**src/rtl/vend_pkg.sv**
```systemverilog
// Shared types for the vend dispenser: nickel count per vend and the actuator
// sequencer states.
package vend_pkg;

  typedef logic [2:0] change_t;

  typedef enum logic [2:0] {
    IDLE   = 3'd0,
    VEND   = 3'd1,
    EJ_ON  = 3'd2,
    EJ_GAP = 3'd3,
    DONE   = 3'd4,
    JAM    = 3'd5
  } disp_state_t;

  function automatic int max3(input int a, input int b, input int c);
    int m;
    m = (a > b) ? a : b;
    return (m > c) ? m : c;
  endfunction

endpackage

```
**src/rtl/vend_req_fifo.sv**
```systemverilog
// Small synchronous FIFO of pending vend requests; push and pop may occur in
// the same cycle, including when full.
module vend_req_fifo
  import vend_pkg::*;
#(
  parameter int DEPTH = 4
) (
  input  logic                     clk,
  input  logic                     reset_n,
  input  logic                     push_i,
  input  change_t                  data_i,
  input  logic                     pop_i,
  output change_t                  data_o,
  output logic                     full_o,
  output logic                     empty_o,
  output logic [$clog2(DEPTH):0]   count_o
);

  localparam int AW = $clog2(DEPTH);

  change_t        mem_q [DEPTH];
  logic [AW-1:0]  wr_q;
  logic [AW-1:0]  rd_q;
  logic [AW:0]    count_q;
  logic           wr_en;
  logic           rd_en;

  assign full_o  = (count_q == (AW+1)'(DEPTH));
  assign empty_o = (count_q == '0);
  assign count_o = count_q;
  assign data_o  = mem_q[rd_q];

  // A pop frees the head slot this cycle, so a full FIFO still accepts a push.
  assign wr_en = push_i & (~full_o | pop_i);
  assign rd_en = pop_i & ~empty_o;

  always_ff @(posedge clk) begin
    if (wr_en) begin
      mem_q[wr_q] <= data_i;
    end
  end

  always_ff @(posedge clk) begin
    if (!reset_n) begin
      wr_q    <= '0;
      rd_q    <= '0;
      count_q <= '0;
    end else begin
      if (wr_en) begin
        wr_q <= wr_q + AW'(1);
      end
      if (rd_en) begin
        rd_q <= rd_q + AW'(1);
      end
      case ({wr_en, rd_en})
        2'b10:   count_q <= count_q + (AW+1)'(1);
        2'b01:   count_q <= count_q - (AW+1)'(1);
        default: count_q <= count_q;
      endcase
    end
  end

endmodule

```
**src/rtl/vend_dispenser.sv**
```systemverilog
// Queues vend events and sequences the soda motor and nickel ejector, with
// optical confirmation of each nickel and sticky jam/overflow faults.
module vend_dispenser
  import vend_pkg::*;
#(
  parameter int FIFO_DEPTH = 4,
  parameter int SODA_PULSE = 8,
  parameter int EJECT_ON   = 4,
  parameter int EJECT_GAP  = 4
) (
  input  logic                          clk,
  input  logic                          reset_n,
  input  logic                          soda_i,
  input  logic [2:0]                    change_i,
  input  logic                          nickel_sense,
  input  logic                          clear_fault,
  output logic                          soda_motor,
  output logic                          nickel_eject,
  output logic                          vend_done,
  output logic                          busy,
  output logic [$clog2(FIFO_DEPTH):0]   pending,
  output logic                          overflow,
  output logic                          jam
);

  localparam int PH_MAX = max3(SODA_PULSE, EJECT_ON, EJECT_GAP);
  localparam int PH_W   = $clog2(PH_MAX + 1);

  disp_state_t                  state_q, state_d;
  logic [PH_W-1:0]              phase_q, phase_d;
  change_t                      left_q, left_d;
  logic                         seen_q, seen_d;
  logic                         overflow_q, overflow_d;
  logic                         seen_any;
  logic                         pop;
  logic                         drop;
  logic                         fifo_full;
  logic                         fifo_empty;
  change_t                      fifo_head;
  logic [$clog2(FIFO_DEPTH):0]  fifo_count;

  vend_req_fifo #(
    .DEPTH(FIFO_DEPTH)
  ) u_fifo (
    .clk     (clk),
    .reset_n (reset_n),
    .push_i  (soda_i),
    .data_i  (change_i),
    .pop_i   (pop),
    .data_o  (fifo_head),
    .full_o  (fifo_full),
    .empty_o (fifo_empty),
    .count_o (fifo_count)
  );

  assign drop       = soda_i & fifo_full & ~pop;
  assign overflow_d = (overflow_q & ~clear_fault) | drop;
  // The final gap cycle's sensor sample still counts toward this nickel.
  assign seen_any   = seen_q | nickel_sense;

  always_comb begin
    state_d = state_q;
    phase_d = phase_q;
    left_d  = left_q;
    seen_d  = seen_q;
    pop     = 1'b0;
    case (state_q)
      IDLE: begin
        if (!fifo_empty) begin
          pop     = 1'b1;
          left_d  = fifo_head;
          phase_d = '0;
          state_d = VEND;
        end
      end
      VEND: begin
        if (phase_q == PH_W'(SODA_PULSE - 1)) begin
          phase_d = '0;
          seen_d  = 1'b0;
          state_d = (left_q != '0) ? EJ_ON : DONE;
        end else begin
          phase_d = phase_q + PH_W'(1);
        end
      end
      EJ_ON: begin
        seen_d = seen_any;
        if (phase_q == PH_W'(EJECT_ON - 1)) begin
          phase_d = '0;
          state_d = EJ_GAP;
        end else begin
          phase_d = phase_q + PH_W'(1);
        end
      end
      EJ_GAP: begin
        seen_d = seen_any;
        if (phase_q == PH_W'(EJECT_GAP - 1)) begin
          phase_d = '0;
          seen_d  = 1'b0;
          if (!seen_any) begin
            state_d = JAM;
          end else begin
            left_d  = left_q - 3'd1;
            state_d = (left_q > 3'd1) ? EJ_ON : DONE;
          end
        end else begin
          phase_d = phase_q + PH_W'(1);
        end
      end
      DONE: begin
        state_d = IDLE;
      end
      JAM: begin
        if (clear_fault) begin
          state_d = IDLE;
        end
      end
      default: begin
        state_d = IDLE;
      end
    endcase
  end

  always_ff @(posedge clk) begin
    if (!reset_n) begin
      state_q    <= IDLE;
      phase_q    <= '0;
      left_q     <= '0;
      seen_q     <= 1'b0;
      overflow_q <= 1'b0;
    end else begin
      state_q    <= state_d;
      phase_q    <= phase_d;
      left_q     <= left_d;
      seen_q     <= seen_d;
      overflow_q <= overflow_d;
    end
  end

  assign soda_motor   = (state_q == VEND);
  assign nickel_eject = (state_q == EJ_ON);
  assign vend_done    = (state_q == DONE);
  assign jam          = (state_q == JAM);
  assign busy         = (state_q != IDLE) | ~fifo_empty;
  assign pending      = fifo_count;
  assign overflow     = overflow_q;

endmodule
```
**config.mk**
```make
export PLATFORM = sky130hd
export DESIGN_NAME = vend_dispenser
export DESIGN_NICKNAME = d
export VERILOG_FILES = /design/src/rtl/vend_pkg.sv /design/src/rtl/vend_req_fifo.sv /design/src/rtl/vend_dispenser.sv
export SDC_FILE = /design/constraint.sdc
export NUM_CORES = 1
export LEC_CHECK = 0
export ABC_CLOCK_PERIOD_IN_PS = 2900
export CORE_MARGIN = 1
export CORE_UTILIZATION = 29
export CTS_BUF_LIST = sky130_fd_sc_hd__clkbuf_8
export DETAILED_ROUTE_END_ITERATION = 8
export PLACE_DENSITY_LB_ADDON = 0.2
export REMOVE_ABC_BUFFERS = 1
export SYNTH_ARGS = -nofsm -noshare
export SYNTH_HDL_FRONTEND = slang
export SYNTH_HIERARCHICAL = 1
export SYNTH_SLANG_ARGS = --single-unit
```
**constraint.sdc**
```tcl
create_clock -name clk -period 2.9 [get_ports clk]
set_input_delay 0.58 -clock clk [delete_from_list [all_inputs] [get_ports clk]]
set_output_delay 0.58 -clock clk [all_outputs]
set_load 0.1 [all_outputs]
```
==> qor.txt <==
outcome: complete, no violations
Critical Path Source Type: flop
kind of capture point of the worst setup path: flop
cell chosen for the clock root: sky130_fd_sc_hd__clkbuf_8
largest net degree at the start of global routing: 16
CTS tree: done
non-filler instance count after layout: 270
Rows: 28
per-cell via count in the routed design: 4.76
effective utilization at floorplan: 30.1%
via count of the first global-routing pass: 1246
share of the clock period used by the worst path after layout: 81.5%
drc violations: 0
count of endpoints failing hold in the final timing report: 0
pre-CTS setup slack: 357 ps
setup TNS after final layout: 0 ps
max_cap viols: 0
vertical die dimension: 80.3 microns
wire length of the first global-routing pass: 6020 microns
die area: 0.00645 sq mm
number of enable-type register cells in the synthesized netlist: 12
fraction of the yosys area taken by sequential cells: 43.9%
total setup buffers inserted after CTS: 0
slew margin rel.: 77.6%
final layout net count: 212
level count of the clock H-tree: 2
startpoint of the most critical register-to-register path: u_fifo/count_o[0]$_SDFFE_PN0P_
Critical Path Source: u_fifo/count_o[0]$_SDFFE_PN0P_
unrepaired setup endpoints after global routing: false
overall routing resource usage: 12.2%
Cell Chain, Critical Path: nor3_2 -> nor4_4 -> clkinv_1 -> nor2_1 -> ha_1 -> inv_1 -> fa_1 -> xor2_1 -> or3_1 -> a21boi_1
PostCTS Resize Cnt: 0
gate count after technology mapping: 171
hpwl dp: 2490 microns
first-pass iteration count of the detailed router: 4
antenna cell count: 0
Static Leakage: 0.776 nW
antenna-violating nets left: 0
number of hold-repair buffers added at the cts stage: 0
maximum clock rate: 0.423 GHz
Via Count: 1284
critical path required time: 3120 ps
cell type with the largest total area after synthesis: sky130_fd_sc_hd__dfxtp_1
number of placed instances with taps included: 262
cell with the biggest individual delay on the critical path: sky130_fd_sc_hd__dfxtp_1
First DRT Iteration DRCs: 88
clock transition at the register clock pins on the worst setup and hold paths after CTS: 70 ps
Setup Crit Path Kind: flop to flop
kind of cell with the highest combined delay on the critical path: simple AND/OR/NAND/NOR gates
# clock sinks: 33
fraction of registers with async set or reset after synthesis: 0%
final RePlAce weighted congestion: 0.720
layout cell share with drive strength beyond 1: 17.9%
total power draw: 1.79 mW
fin crit period: 2360 ps
total overflow reported by the global router: 0
count of buffering cells on the critical path with inverters included: 2
Port-buffer cells: 16
Max Fanout on Critical Path: 5
number of antenna violations at the first check in global routing: 0
insertion delay to the later sink of the worst-skew pair: 290 ps
final setup vio count: 0
Area contributors post-synth: sky130_fd_sc_hd__dfxtp_1 (24%), sky130_fd_sc_hd__edfxtp_1 (20%), sky130_fd_sc_hd__ha_1 (6.3%)
pwr/cell area: 846 mW/mm^2
maximum buffer depth of the clock tree: 2
overall routed net length: 3430 microns
startpoint of the worst hold path: overflow$_SDFF_PN0_
skew final: 4.76 ps
number of synthesized register bits: 33
post-route worst hold slack: 472 ps
arrival time of data at the critical path endpoint: 2580 ps
total clock buffers created by CTS: 5
Worst VDD drop: 674 uV
synth-to-layout area growth: 19.0%
post-layout worst setup margin: 537 ps
detailed-route wire length per cell: 12.7 microns
placeable core region: 0.00592 sq mm
yosys synthesis warning count: 6
area fraction of the dominant cell type after synthesis: 23.6%
slew at the pin closest to its max-slew limit: 334 ps
cell area after technology mapping: 0.00178 sq mm
library cells used by synthesis: 53
top-level port count: 17
Final Slew Violations: 0
critical path's largest stage delay: 450 ps
type of the tightest min-delay check: flop to flop
Top FF cell, synth: sky130_fd_sc_hd__dfxtp_1
Mean Syn Cell Area: 10.4 sq um
die width: 80.3 microns
[cells by family after synthesis]
family,share of synthesized area (%)
AO/OA/AOI/OAI,16.2
multiplexers,6.12
buffers and inverters,4.64
flip-flops,43.9
XOR/XNOR,1.48
AND/OR/NAND/NOR,20.2
adder cells (fa/ha/maj),7.45
[through the flow]
| stage | instance area, sq um | utilization (%) |
|---|---|---|
| floorplan | 1750 | - |
| global placement | 2030 | 34.2 |
| detailed placement | 2030 | 34.2 |
| CTS | 2120 | 35.8 |
| global route | 2120 | 35.8 |
| finish | 2120 | 35.8 |
[Yosys cell counts (all sizes together) (2+ instances only)]
cell type,n
a211oi,2
a21boi,3
a21oi,9
a41oi,2
and2,7
buf,4
clkbuf,2
clkinv,2
dfxtp,21
edfxtp,12
ha,9
inv,12
mux2i,3
mux4,3
nand2,14
nand2b,4
nand3b,4
nor2,11
nor3b,3
o21a,2
o21ai,8
o21ba,2
or3,4
or3b,2
or4b,2
xnor2,2
[worst paths after layout]
check                                        end  slack [ps]  depth (start not counted)
setup / recovery  u_fifo/count_o[2]$_SDFFE_PN0P_         540                         10
hold / removal               overflow$_SDFF_PN0_         470                          2
setup reg to reg  u_fifo/count_o[2]$_SDFFE_PN0P_         540                         10
hold reg to reg              overflow$_SDFF_PN0_         470                          2
[worst register-to-register path: cells and delay by family, from the launching register on]
kind / cells / cell delay [ps]
AND/OR/NAND/NOR: 4 / 750
buffers and inverters: 2 / 220
adder cells (fa/ha/maj): 2 / 580
XOR/XNOR: 1 / 160
flip-flops: 1 / 450
AO/OA/AOI/OAI: 1 / 130
[cell type report]
class,count,area (sq um)
fillers,601,3800
multi-input cells,118,916
flip-flops and latches,33,781
repair buffers,22,183
well taps,75,93.8
clock buffers,5,68.8
inverters,14,52.6
clock inverters,3,22.5
[state kept, by name (all words and copies together) (netlist names), named ones only]
signal,flops
phase_q,4
u_fifo/mem_q,12
u_fifo/rd_q,2
u_fifo/wr_q,2
seen_q,1
overflow,1
left_q,3
state_q,3
u_fifo/count_o,3
[where the power goes]
part / leakage [nW] / switching (mW) / internal (mW)
Sequential: 0.281 / 0.0728 / 0.558
Combinational: 0.459 / 0.504 / 0.302
Clock: 0.0364 / 0.185 / 0.168
Total: 0.776 / 0.761 / 1.03
[placed cells by master, fill, tap and decap left out, drive strengths merged, types with 3 or more instances in the layout]
master and count:
mux2i 3, nor2 11, and2 7, buf 15
a21oi 9, edfxtp 12, dfxtp 21, mux4 3
nor3b 3, ha 9, clkbuf 5, inv 12
o21ai 8, nand2b 4, clkinvlp 3, nand3b 4
nand2 14, a21boi 3, or3 4, clkdlybuf4s50 7
[metal layers]
| layer | share of wire [%] | GRT usage [%] | up-vias |
|---|---|---|---|
| met1 | 51 | 16.1 | 610 |
| li1 | - | - | 651 |
| met3 | 3.4 | 3.75 | 5 |
| met4 | 1.5 | 4.29 | 0 |
| met2 | 44 | 18.8 | 18 |
| met5 | 0 | 0 | - |
(Power assumes the default switching activity.)
